$ cat src/rtl/led_fade_pwm.sv
// Soft-fade PWM stage: ramps each LED channel linearly toward its target level and drives a PWM pin.
// Optional quadratic brightness curve when LED_FADE_GAMMA_EN is defined; eff stays combinational (no added cycle).
module led_fade_pwm #(
    parameter int unsigned NUM_CH   = 5,
    parameter int unsigned PWM_BITS = 8,
    parameter int unsigned STEP_DIV = 49000
) (
    input  logic              i_clk,
    input  logic              i_rst_n,
    input  logic [NUM_CH-1:0] i_led,
    output logic [NUM_CH-1:0] o_led,
    output logic              o_busy
);

    localparam int unsigned         PRE_W    = $clog2(STEP_DIV);
    localparam logic [PRE_W-1:0]    PRE_LAST = PRE_W'(STEP_DIV - 1);
    localparam logic [PWM_BITS-1:0] LVL_MAX  = '1;
    localparam logic [PWM_BITS-1:0] PWM_LAST = LVL_MAX - PWM_BITS'(1);

    typedef enum logic [1:0] {
        ST_OFF     = 2'd0,
        ST_RISING  = 2'd1,
        ST_ON      = 2'd2,
        ST_FALLING = 2'd3
    } state_t;

    logic [NUM_CH-1:0]                t_q;
    logic [PRE_W-1:0]                 pre_q;
    logic [PWM_BITS-1:0]              pwm_q;
    logic                             tick_c;
    logic [NUM_CH-1:0][PWM_BITS-1:0]  lvl_all;
    logic [NUM_CH-1:0][PWM_BITS-1:0]  eff_all;
    logic [NUM_CH-1:0]                led_d;
    logic                             busy_d;

    assign tick_c = (pre_q == PRE_LAST);

    // Shared target register, step prescaler, PWM counter and output registers
    always_ff @(posedge i_clk or negedge i_rst_n) begin
        if (!i_rst_n) begin
            t_q    <= '0;
            pre_q  <= '0;
            pwm_q  <= '0;
            o_led  <= '0;
            o_busy <= 1'b0;
        end else begin
            t_q    <= i_led;
            pre_q  <= tick_c ? '0 : pre_q + PRE_W'(1);
            pwm_q  <= (pwm_q == PWM_LAST) ? '0 : pwm_q + PWM_BITS'(1);
            o_led  <= led_d;
            o_busy <= busy_d;
        end
    end

    for (genvar ch = 0; ch < NUM_CH; ch++) begin : g_ch
        state_t              state_q;
        state_t              state_d;
        logic [PWM_BITS-1:0] lvl_q;
        logic [PWM_BITS-1:0] lvl_d;

        always_ff @(posedge i_clk or negedge i_rst_n) begin
            if (!i_rst_n) begin
                state_q <= ST_OFF;
                lvl_q   <= '0;
            end else begin
                state_q <= state_d;
                lvl_q   <= lvl_d;
            end
        end

        // State follows i_led so it always describes the pair (t_q, lvl) seen in the next cycle;
        // a tick therefore steps with the target that was registered before that edge.
        always_comb begin
            lvl_d   = lvl_q;
            state_d = state_q;
            case (state_q)
                ST_RISING:  if (tick_c) lvl_d = lvl_q + PWM_BITS'(1);
                ST_FALLING: if (tick_c) lvl_d = lvl_q - PWM_BITS'(1);
                default:    ;
            endcase
            if (i_led[ch]) begin
                state_d = (lvl_d == LVL_MAX) ? ST_ON : ST_RISING;
            end else begin
                state_d = (lvl_d == '0) ? ST_OFF : ST_FALLING;
            end
        end

        assign lvl_all[ch] = lvl_q;

`ifdef LED_FADE_GAMMA_EN
        localparam int unsigned SQ_W = 2 * PWM_BITS;
        logic [SQ_W-1:0] sq_c;

        assign sq_c        = SQ_W'(lvl_q) * SQ_W'(lvl_q);
        assign eff_all[ch] = (lvl_q == LVL_MAX) ? LVL_MAX : PWM_BITS'(sq_c >> PWM_BITS);
`else
        assign eff_all[ch] = lvl_q;
`endif
    end

    // PWM compare and busy reduction feeding the output registers
    always_comb begin
        led_d  = '0;
        busy_d = 1'b0;
        for (int i = 0; i < int'(NUM_CH); i++) begin
            led_d[i] = (pwm_q < eff_all[i]);
            busy_d   = busy_d | (lvl_all[i] != (t_q[i] ? LVL_MAX : '0));
        end
    end

endmodule

$ cat config.mk
export PLATFORM = sky130hd
export DESIGN_NAME = led_fade_pwm
export DESIGN_NICKNAME = d
export VERILOG_FILES = /design/src/rtl/led_fade_pwm.sv
export SDC_FILE = /design/constraint.sdc
export NUM_CORES = 1
export LEC_CHECK = 0
export ABC_CLOCK_PERIOD_IN_PS = 6800
export CAP_MARGIN = 40
export CORE_MARGIN = 10
export CORE_UTILIZATION = 37
export DETAILED_ROUTE_END_ITERATION = 10
export MAX_ROUTING_LAYER = met4
export PLACE_DENSITY = 0.54
export SLEW_MARGIN = 15
export SYNTH_ARGS = -nofsm -noshare
export SYNTH_HDL_FRONTEND = slang
export SYNTH_SLANG_ARGS = --single-unit
$ cat constraint.sdc
create_clock -name i_clk -period 6.8 [get_ports i_clk]
set_clock_uncertainty 0.15 [all_clocks]
set_input_delay 1.36 -clock i_clk [delete_from_list [all_inputs] [get_ports i_clk]]
set_output_delay 1.36 -clock i_clk [all_outputs]
set_load 0.02 [all_outputs]
# After elaboration in Yosys (flattened, before gate mapping)

Index checks and enable logic that the tools add are counted.

Add/subtract/negate cells: 12
Multiply operators: 0
Divide/modulo/power cells: 0
$lt $le $gt $ge: 5
Eq/ne operators: 22
Shift-type cells: 0
Muxes and demuxes: 37
Bitwise operators: 4
Reductions and logical operators: 5

Operators with widths:

| operator                                            | number |
|---|---|
| two-way mux 8 bit                                   | 16 |
| case mux 8 bit (2 select lines)                     | 5 |
| adder 8 x 1 -> 8 bit, second input constant         | 6 |
| equality test 8 bit, second input constant          | 6 |
| logical NOT 8 bit                                   | 5 |
| < comparator 8 bit                                  | 5 |
| != test 8 bit                                       | 5 |
| subtractor 8 x 1 -> 8 bit, second input constant    | 5 |
| two-way mux 2 bit                                   | 15 |
| adder 16 x 1 -> 16 bit, second input constant       | 1 |
| equality test 16 bit, second input constant         | 1 |
| two-way mux 16 bit                                  | 1 |
| equality test 2 x 1 -> 1 bit, second input constant | 5 |
| equality test 2 bit, second input constant          | 5 |
| OR 1 bit                                            | 4 |

Register bits after elaboration: 85
Bits in latches: 0
Bits in writable memories: 0
Memory bits (read-only): 0
Input port bits: 7
Memories kept: 0

# Depth between registers and ports, before layout

Gate-level depths: netlist (run 1).

Depth after elaboration: 6
Mapped depth: 11
Gate-level depth less buffers: 9

# Least setup slack after synthesis (run 1)

Ideal clock, no wire load.

Path type: register to register
Start: register g_ch[3].lvl_q[2]
End: register g_ch[3].state_q[0]
Setup time: 134 ps
Arrival: 2,280 ps
Path slack: 4,236 ps
Stages on the path, launching flop included: 9
Period minus slack after synthesis: 2,564 ps
Cells stage by stage: dfrtp_1 -> buf_6 -> or4b_4 -> o32a_1 -> nand3b_1 -> xnor2_1 -> or3b_1 -> nor4_2 -> a21boi_0

Word-level cells in the longest chain between the ends: 6
Elaborated cells between the ends (all ways): 10

RTL lines:

| what                                                                     | RTL line | text |
|---|---|---|
| start: declaration                                                       | 58       | `logic [PWM_BITS-1:0] lvl_q;` |
| start signal: assignment                                                 | 67       | `lvl_q <= lvl_d;` |
| subtractor 8 x 1 -> 8 bit / adder 8 x 1 -> 8 bit (equally long branches) | 78, 77   |  |
| two-way mux 8 bit, on equally long branches                              | 78, 77   |  |
| case mux 8 bit (2 select lines) (*)                                      | 76       | `case (state_q)` |
| equality test 8 bit / logical NOT 8 bit (equally long branches)          | 82, 84   |  |
| two-way mux 2 bit, on equally long branches                              | 82, 84   |  |
| two-way mux 2 bit (*)                                                    | 81       | `if (i_led[ch]) begin` |
| named net g_ch[3].state_d[0]                                             | 57       | `state_t state_d;` |
| end signal: assignment                                                   | 66       | `state_q <= state_d;` |
| end: declaration                                                         | 56       | `state_t state_q;` |

Mark *: on every way through the listed nets, which the timed path passes. The rest lies on a longest branch.

# Worst setup path in the final report (run 1)

Start: register pre_q[3]
End: register g_ch[4].state_q[0]

Word-level cells in the longest chain between the ends: 6
Elaborated cells between the ends (all ways): 9

RTL lines:

| what                                                            | RTL line | text |
|---|---|---|
| start: declaration                                              | 28       | `logic [PRE_W-1:0] pre_q;` |
| start signal: assignment                                        | 48       | `pre_q <= tick_c ? '0 : pre_q + PRE_W'(1);` |
| equality test 16 bit (*)                                        | 36       | `assign tick_c = (pre_q == PRE_LAST);` |
| two-way mux 8 bit, on equally long branches                     | 78, 77   |  |
| case mux 8 bit (2 select lines) (*)                             | 76       |  |
| named net g_ch[4].lvl_d[6]                                      | 59       | `logic [PWM_BITS-1:0] lvl_d;` |
| equality test 8 bit / logical NOT 8 bit (equally long branches) | 82, 84   |  |
| two-way mux 2 bit, on equally long branches                     | 82, 84   |  |
| two-way mux 2 bit (*)                                           | 81       |  |
| named net g_ch[4].state_d[0]                                    | 57       |  |
| end signal: assignment                                          | 66       |  |
| end: declaration                                                | 56       |  |

Marks and branches as above.

==> qor.json, run 1 <==
{
  "rsz0062_at_grt": "no",
  "placed_cell_area_um2": 5750,
  "timing.critical_path.slowest_stage_cell": "sky130_fd_sc_hd__and4_1",
  "clock_sinks": 85,
  "power_leakage_nw": 2.82,
  "yosys.cell_types.count": 53,
  "global_route.usage.total": 0.128,
  "globalRoute.totalOverflow": 0,
  "die-area_um2": 20000,
  "p_clk_frac": 0.518,
  "crit_path_max_incr_delay_ns": 0.63,
  "crit_path_end_kind": "flip-flop",
  "max_slew.worst_pin.slew_ns": 0.611,
  "syn2layout_area_growth_pct": 11.9,
  "finalCritPeriodShare": 0.471,
  "critical_path.top_delay_family": "simple AND/OR/NAND/NOR gates",
  "yosys_warnings": 0,
  "synth_fp_nets": 638,
  "port_buffers": 12,
  "share_of_final_layout_standard_cells_stronger_than_drive_strength_1": 0.0482,
  "dr.pass1.iters": 5,
  "seqCellArea_um2": 2130,
  "min-delay-path-class": "reg -> reg",
  "detail-route-antenna-nets": 0,
  "timing_hold_violations_final": 0,
  "die_boundary_width_um": 141,
  "dr.first_iter.drc_count": 267,
  "std_cell_core_area_um2": 14500,
  "drc": 0,
  "p_comb_frac": 0.017,
  "critPathBufInv": 1,
  "post-synth-top-area-cell": "sky130_fd_sc_hd__dfrtp_1",
  "multi_input_area_um2": 3030,
  "outcome": "finished, final reports clean",
  "clkSlewWorstSetupHoldPaths_ns": 0.07,
  "grt_first_pass_wirelength_um": 20600,
  "criticalPathCategory": "reg -> reg",
  "crit_cells": 8,
  "synth-seq-cells": 85,
  "routed-wl-met3_um": 492,
  "final_layout_setup_total_negative_slack_ns": 0,
  "synth_top_cells_by_area": "sky130_fd_sc_hd__dfrtp_1 39%, sky130_fd_sc_hd__ha_1 11%, sky130_fd_sc_hd__xnor2_1 7.7%",
  "p_seq_frac": 0.464,
  "initial_utilization": 0.376,
  "wl_met2_um": 5500,
  "ios": 13,
  "place.detailed.instances": 770,
  "synth-edff-count": 0,
  "synth.cells.most_frequent": "85 x sky130_fd_sc_hd__dfrtp_1, 61 x sky130_fd_sc_hd__inv_1, 48 x sky130_fd_sc_hd__ha_1, 48 x sky130_fd_sc_hd__xnor2_1, 42 x sky130_fd_sc_hd__nor2_1",
  "fmax_mhz": 312,
  "synth_top_cell_area_share": 0.391,
  "worstPathRequired_ns": 6.87,
  "synth_async_sr_flop_share": 1.00,
  "powerDensity_nw_per_um2": 181,
  "htree_num_levels": 3,
  "viasPerCell": 5.39,
  "cts_tree": "done",
  "dpl.hpwl_um": 9070,
  "p_int_w": 0.000883,
  "via_count": 4238,
  "critical_path.cell_chain": "nor4b_1 -> and4_1 -> buf_4 -> and2_1 -> nand2_1 -> xnor2_1 -> nor4_1 -> a21boi_0",
  "critical_path.reg2reg.startpoint": "pre_q[3]",
  "grt_antenna_before_repair": 0,
  "setup_viol_count_final": 0,
  "routedWlPerCell_um": 15.3,
  "worstRegToRegCells": 8,
  "final_util": 0.421,
  "synthMostInstantiatedCell": "sky130_fd_sc_hd__dfrtp_1",
  "gates_resized_cts_repair": 0,
  "chipHeight_um": 141,
  "cts_hold_repair.buffers": 0,
  "worst-path-max-fanout": 21,
  "synthCells": 583,
  "n_fill_cell": 1403,
  "tritoncts.num_buffers": 9,
  "highest_layer": "met4",
  "worstPathArrival_ns": 3.27,
  "cap_violations": 0,
  "most_used_dff_post_synth": "sky130_fd_sc_hd__dfrtp_1",
  "postLayoutCellArea_um2": 6100,
  "grt_start_max_net_pins": 49,
  "period_minus_slack_ns": 3.20,
  "crit-reg2reg-capture": "g_ch[4].state_q[0]",
  "fin_nets": 652,
  "antenna-diode-count": 0,
  "maxSlewHeadroom": 0.593,
  "worstSkewPairLatency_ns": 0.34,
  "worst_ir_drop_vdd_v": 0.000110,
  "clock_path_buffers": 2,
  "sequential_fraction_of_the_synthesis_area": 0.391,
  "reported_net_switching_power_w": 0.000220,
  "via_count_of_the_first_global_routing_pass": 4164,
  "post_synth_instance_area_um2": 5450,
  "clock_tree.root_cell": "sky130_fd_sc_hd__clkbuf_16",
  "setup.worst_path.start_class": "flip-flop",
  "worstSetupStartpoint": "pre_q[3]",
  "routed_wl_um": 12000,
  "globalplace.congestion": 0.879,
  "finalNonFillerCells": 786,
  "power_switching_share": 0.200,
  "setup.reg_to_reg.worst_slack_ns": 3.60,
  "placementRows": 44,
  "crit_end": "g_ch[4].state_q[0]",
  "hold_start": "pre_q[0]",
  "met1Wirelength_um": 5790,
  "post-cts-setup-buffers": 0,
  "synth_area_per_cell_um2": 9.34,
  "final_max_slew_viol_count": 0
}
-- worst register-to-register path, cell delays in order (launching register included) --
cell	delay (ns)
sky130_fd_sc_hd__dfrtp_1	0.45
sky130_fd_sc_hd__nor4b_1	0.38
sky130_fd_sc_hd__and4_1	0.63
sky130_fd_sc_hd__buf_4	0.38
sky130_fd_sc_hd__and2_1	0.33
sky130_fd_sc_hd__nand2_1	0.11
sky130_fd_sc_hd__xnor2_1	0.17
sky130_fd_sc_hd__nor4_1	0.35
sky130_fd_sc_hd__a21boi_0	0.14
-- final cells by class --
cell class,count,area share
Tap cell,184,0.0378
Multi-Input combinational cell,426,0.497
Sequential cell,85,0.349
Clock inverter,6,0.0179
Timing Repair Buffer,14,0.0218
Clock buffer,10,0.0392
Inverter,61,0.0376
-- flip-flops by register name, indices dropped and copies added, names as in the netlist --
name,count
g_ch.lvl_q,40
o_busy,1
t_q,5
g_ch.state_q,10
pre_q,16
o_led,5
pwm_q,8
-- power groups by stage --
stage / Sequential, W / Combinational, W / Clock (W)
detailed placement: 0.000522 / 0.0000205 / 0
finish: 0.000513 / 0.0000190 / 0.000572
CTS: 0.000512 / 0.0000204 / 0.000592
floorplan: 0.000521 / 0.00000315 / 0
global route: 0.000512 / 0.0000221 / 0.000612
global placement: 0.000522 / 0.0000201 / 0
-- cell families after synthesis --
logic type / Yosys count / synth area share
buf+inv: 72 / 0.0533
simple gates: 236 / 0.239
mux: 8 / 0.0159
compound gates: 73 / 0.0926
xor+xnor: 61 / 0.0981
flops: 85 / 0.391
fa+ha+maj: 48 / 0.110
-- routing by layer --
layer | track usage | vias to the layer above
li1 | - | 2089
met1 | 0.165 | 2038
met2 | 0.197 | 99
met3 | 0.0227 | 12
met4 | 0.0505 | 0
met5 | - | -
-- worst min-delay path by stage --
| stage | to | slack, ns | cells past startpoint |
|---|---|---|---|
| 3_3_place_gp | pre_q[0] | 0.32 | 1 |
| 4_1_cts | pre_q[0] | 0.34 | 1 |
| 2_1_floorplan | pre_q[0] | 0.30 | 1 |
| 5_1_grt | pre_q[0] | 0.38 | 1 |
| 3_5_place_dp | pre_q[0] | 0.33 | 1 |
| 6_report | pre_q[0] | 0.34 | 1 |
-- through the flow --
| step | hold WS [ns] | power, W | worst slack [ns] |
|---|---|---|---|
| global route | 0.382 | 0.00115 | 3.28 |
| floorplan | 0.305 | 0.000524 | 4.24 |
| finish | 0.336 | 0.00110 | 3.60 |
| detailed placement | 0.330 | 0.000542 | 3.60 |
| global placement | 0.324 | 0.000542 | 3.72 |
| CTS | 0.339 | 0.00112 | 3.60 |
-- layout by cell type, fill, tap and decap left out, types with 10 or more instances in the layout --
cell / instances
sky130_fd_sc_hd__dfrtp_1: 85
sky130_fd_sc_hd__inv_1: 61
sky130_fd_sc_hd__xnor2_1: 48
sky130_fd_sc_hd__ha_1: 48
sky130_fd_sc_hd__nor2_1: 42
sky130_fd_sc_hd__nand3_1: 36
sky130_fd_sc_hd__nand2_1: 32
sky130_fd_sc_hd__nor3_1: 31
sky130_fd_sc_hd__nand4_1: 17
sky130_fd_sc_hd__o21ai_0: 15
sky130_fd_sc_hd__xor2_1: 13
sky130_fd_sc_hd__and3_1: 13
sky130_fd_sc_hd__a21o_1: 11
sky130_fd_sc_hd__clkdlybuf4s50_1: 11
sky130_fd_sc_hd__nand2b_1: 10
(Power assumes the default switching activity.)
==> run 2, diff against run 1 <==
ABC_CLOCK_PERIOD_IN_PS = 2700   (was 6800)
PLACE_DENSITY = 0.56   (was 0.54)
clock period = 2.7 ns   (was 6.8 ns; I/O delays follow)
==> run 2 against run 1 <==
Effect of this change: die area stayed put; clock-buffer cell count rose by 1; highest routed layer unchanged; global-route usage up 0.56 points; hold slack improved by 0.053 ns; largest cell class unchanged; maximum frequency grew 22%; wire length is 7.3% higher; total power grew 140%; via count grew 4.4%; clock power increased by 130%; non-clock buffer count rose by 41; final area is 6.7% higher; sequential cell count unchanged.
==> qor.json, run 2 (synthesis results as in run 1) <==
{
  "criticalPathCategory": {"value": "reg -> reg", "change": "unchanged"},
  "globalplace.congestion": {"value": 0.895, "change": "was 0.879"},
  "worstSkewPairLatency": {"value": 0.35, "unit": "ns", "change": "was 0.34 ns"},
  "routed-wl-met3": {"value": 473, "unit": "µm", "change": "was 492 µm"},
  "power_switching_share": {"value": 0.209, "change": "was 0.200"},
  "globalRoute.totalOverflow": {"value": 0, "change": "unchanged"},
  "cts_tree": {"value": "done", "change": "unchanged"},
  "worstRegToRegCells": {"value": 7, "change": "was 8"},
  "dr.first_iter.drc_count": {"value": 285, "change": "was 267"},
  "initial_utilization": {"value": 0.376, "change": "unchanged"},
  "wl_met2": {"value": 6070, "unit": "µm", "change": "was 5500 µm"},
  "clkSlewWorstSetupHoldPaths": {"value": 0.06, "unit": "ns", "change": "was 0.07 ns"},
  "met1Wirelength": {"value": 6140, "unit": "µm", "change": "was 5790 µm"},
  "p_int": {"value": 0.00211, "unit": "W", "change": "was 0.000883 W"},
  "viasPerCell": {"value": 5.35, "change": "was 5.39"},
  "drc": {"value": 0, "change": "unchanged"},
  "final_layout_setup_total_negative_slack": {"value": 0, "unit": "ns", "change": "unchanged"},
  "crit_path_end_kind": {"value": "flip-flop", "change": "unchanged"},
  "die-area": {"value": 20000, "unit": "µm²", "change": "unchanged"},
  "rsz0062_at_grt": {"value": "yes", "change": "was no"},
  "share_of_final_layout_standard_cells_stronger_than_drive_strength_1": {"value": 0.129, "change": "was 0.0482"},
  "max_slew.worst_pin.slew": {"value": 0.479, "unit": "ns", "change": "was 0.611 ns"},
  "via_count_of_the_first_global_routing_pass": {"value": 4393, "change": "was 4164"},
  "worstPathArrival": {"value": 2.70, "unit": "ns", "change": "was 3.27 ns"},
  "dr.pass1.iters": {"value": 5, "change": "unchanged"},
  "p_seq_frac": {"value": 0.483, "change": "was 0.464"},
  "worst-path-max-fanout": {"value": 3, "change": "was 21"},
  "tritoncts.num_buffers": {"value": 9, "change": "unchanged"},
  "std_cell_core_area": {"value": 14500, "unit": "µm²", "change": "unchanged"},
  "reported_net_switching_power": {"value": 0.000558, "unit": "W", "change": "was 0.000220 W"},
  "largest_reg_flops": {"value": 40, "change": "unchanged"},
  "maxSlewHeadroom": {"value": 0.680, "change": "was 0.593"},
  "finalCritPeriodShare": {"value": 0.970, "change": "was 0.471"},
  "grt_start_max_net_pins": {"value": 44, "change": "was 49"},
  "htree_num_levels": {"value": 3, "change": "unchanged"},
  "power_leakage": {"value": 3.05, "unit": "nW", "change": "was 2.82 nW"},
  "largestRegisters": {"value": "g_ch.lvl_q: 40 flops, pre_q: 16 flops, g_ch.state_q: 10 flops", "change": "unchanged"},
  "fmax": {"value": 382, "unit": "MHz", "change": "was 312 MHz"},
  "grt_first_pass_wirelength": {"value": 21500, "unit": "µm", "change": "was 20600 µm"},
  "final_util": {"value": 0.449, "change": "was 0.421"},
  "final_max_slew_viol_count": {"value": 0, "change": "unchanged"},
  "routed_wl": {"value": 12900, "unit": "µm", "change": "was 12000 µm"},
  "setup.worst_path.start_class": {"value": "flip-flop", "change": "unchanged"},
  "antenna-diode-count": {"value": 0, "change": "unchanged"},
  "via_count": {"value": 4425, "change": "was 4238"},
  "ios": {"value": 13, "change": "unchanged"},
  "highest_layer": {"value": "met4", "change": "unchanged"},
  "critical_path.cell_chain": {"value": "or4b_4 -> o32a_1 -> nand3b_1 -> xnor2_2 -> or3b_1 -> nor4_2 -> a21boi_1", "change": "was nor4b_1 -> and4_1 -> buf_4 -> and2_1 -> nand2_1 -> xnor2_1 -> nor4_1 -> a21boi_0"},
  "fin_nets": {"value": 693, "change": "was 652"},
  "p_clk_frac": {"value": 0.497, "change": "was 0.518"},
  "grt_antenna_before_repair": {"value": 0, "change": "unchanged"},
  "die_boundary_width": {"value": 141, "unit": "µm", "change": "unchanged"},
  "worst_ir_drop_vdd": {"value": 0.000373, "unit": "V", "change": "was 0.000110 V"},
  "setup_viol_count_final": {"value": 0, "change": "unchanged"},
  "timing.critical_path.slowest_stage_cell": {"value": "sky130_fd_sc_hd__or4b_4", "change": "was sky130_fd_sc_hd__and4_1"},
  "multi_input_area": {"value": 3110, "unit": "µm²", "change": "was 3030 µm²"},
  "timing_hold_violations_final": {"value": 0, "change": "unchanged"},
  "cap_violations": {"value": 0, "change": "unchanged"},
  "worstPathRequired": {"value": 2.78, "unit": "ns", "change": "was 6.87 ns"},
  "clock_tree.root_cell": {"value": "sky130_fd_sc_hd__clkbuf_16", "change": "unchanged"},
  "n_fill_cell": {"value": 1344, "change": "was 1403"},
  "seqCellArea": {"value": 2130, "unit": "µm²", "change": "about the same"},
  "detail-route-antenna-nets": {"value": 0, "change": "unchanged"},
  "clock_sinks": {"value": 85, "change": "unchanged"},
  "final_common_cell": {"value": "sky130_fd_sc_hd__dfrtp_1", "change": "unchanged"},
  "p_comb_frac": {"value": 0.020, "change": "was 0.017"},
  "period_minus_slack": {"value": 2.62, "unit": "ns", "change": "was 3.20 ns"},
  "routedWlPerCell": {"value": 15.6, "unit": "µm", "change": "was 15.3 µm"},
  "syn2layout_area_growth": {"value": 19.4, "unit": "%", "change": "was 11.9%"},
  "min-delay-path-class": {"value": "reg -> reg", "change": "unchanged"},
  "placementRows": {"value": 44, "change": "unchanged"},
  "outcome": {"value": "finished, final reports clean", "change": "unchanged"},
  "powerDensity": {"value": 411, "unit": "nW/µm²", "change": "was 181 nW/µm²"},
  "clock_path_buffers": {"value": 2, "change": "unchanged"},
  "port_buffers": {"value": 12, "change": "unchanged"},
  "registers.top_by_ff_count": {"value": "g_ch.lvl_q", "change": "unchanged"},
  "commonest_cells_after_routing_fill_and_taps_aside": {"value": "84 x sky130_fd_sc_hd__dfrtp_1, 59 x sky130_fd_sc_hd__inv_1, 48 x sky130_fd_sc_hd__ha_1", "change": "was 85 x sky130_fd_sc_hd__dfrtp_1, 61 x sky130_fd_sc_hd__inv_1, 48 x sky130_fd_sc_hd__xnor2_1, 48 x sky130_fd_sc_hd__ha_1, 42 x sky130_fd_sc_hd__nor2_1"},
  "global_route.usage.total": {"value": 0.134, "change": "was 0.128"},
  "number_of_cells_traversed_by_the_worst_hold_path": {"value": 2, "change": "was 1"},
  "crit_path_max_incr_delay": {"value": 0.53, "unit": "ns", "change": "was 0.63 ns"},
  "chipHeight": {"value": 141, "unit": "µm", "change": "unchanged"},
  "dpl.hpwl": {"value": 9450, "unit": "µm", "change": "was 9070 µm"}
}
-- run 2: worst max-delay path, delay by kind of cell (launching register included) --
kind            cells  cell delay (ns)
simple gates        4             1.30
compound gates      2             0.43
flops               1             0.41
xor+xnor            1             0.21
-- run 2: layout make-up --
class / instances / share of cell area
tap: 184 / 0.0354
clock inverter: 5 / 0.0131
inverter: 61 / 0.0352
sequential: 85 / 0.327
multi-input combinational: 426 / 0.479
timing repair buffer: 55 / 0.0747
clock buffer: 11 / 0.0358
-- run 2: per-stage QoR --
stage | total power [W] | std cells | cell area [µm²] | worst slack [ns] | hold WS (ns)
after CTS | 0.00272 | 823 | 6370 | 0.00283 | 0.384
final | 0.00267 | 827 | 6500 | 0.0800 | 0.389
after floorplan | 0.00132 | 583 | 5450 | 0.136 | 0.0944
after detailed placement | 0.00137 | 806 | 6040 | -0.0572 | 0.335
after global routing | 0.00278 | 827 | 6500 | -0.0266 | 0.435
after global placement | 0.00137 | 806 | 6040 | 0.0580 | 0.332
-- run 2: final timing paths --
check / startpoint / endpoint / slack [ns]
worst max-delay path: g_ch[3].lvl_q[1] / g_ch[3].state_q[0] / 0.08
worst min-delay path: pre_q[13] / pre_q[13] / 0.39
worst max register to register: g_ch[3].lvl_q[1] / g_ch[3].state_q[0] / 0.08
worst min register to register: pre_q[13] / pre_q[13] / 0.39
max in group asynchronous: i_rst_n / g_ch[0].lvl_q[0] / 1.31
min in group asynchronous: i_rst_n / g_ch[3].state_q[1] / 0.50
-- run 2: per-layer routing --
| layer | GRT usage | vias to the layer above |
|---|---|---|
| li1 | - | 2168 |
| met1 | 0.170 | 2129 |
| met2 | 0.202 | 109 |
| met3 | 0.0327 | 19 |
| met4 | 0.0511 | 0 |
| met5 | - | - |
-- run 2: power by group through the flow --
| stage | clock, W | sequential [W] | combinational [W] |
|---|---|---|---|
| 3_3_place_gp | 0 | 0.00131 | 0.0000545 |
| 4_1_cts | 0.00137 | 0.00129 | 0.0000572 |
| 5_1_grt | 0.00143 | 0.00129 | 0.0000615 |
| 3_5_place_dp | 0 | 0.00131 | 0.0000558 |
| 2_1_floorplan | 0 | 0.00131 | 0.00000793 |
| 6_report | 0.00133 | 0.00129 | 0.0000534 |
-- run 2: repair_timing --
item                                   CTS  global route
setup endpoints to repair                2             8
pin swaps                                0             4
gates cloned                             0             1
hold buffers                             1             0
buffers inserted                         0             3
endpoints found under the hold margin   23             0
gates resized for setup                  1            21
==> run 3, diff against run 2 <==
SLEW_MARGIN = 20   (was 15)
==> results of run 3 <==
No change in the layout: final DEF, timing and power equal those of run 2.
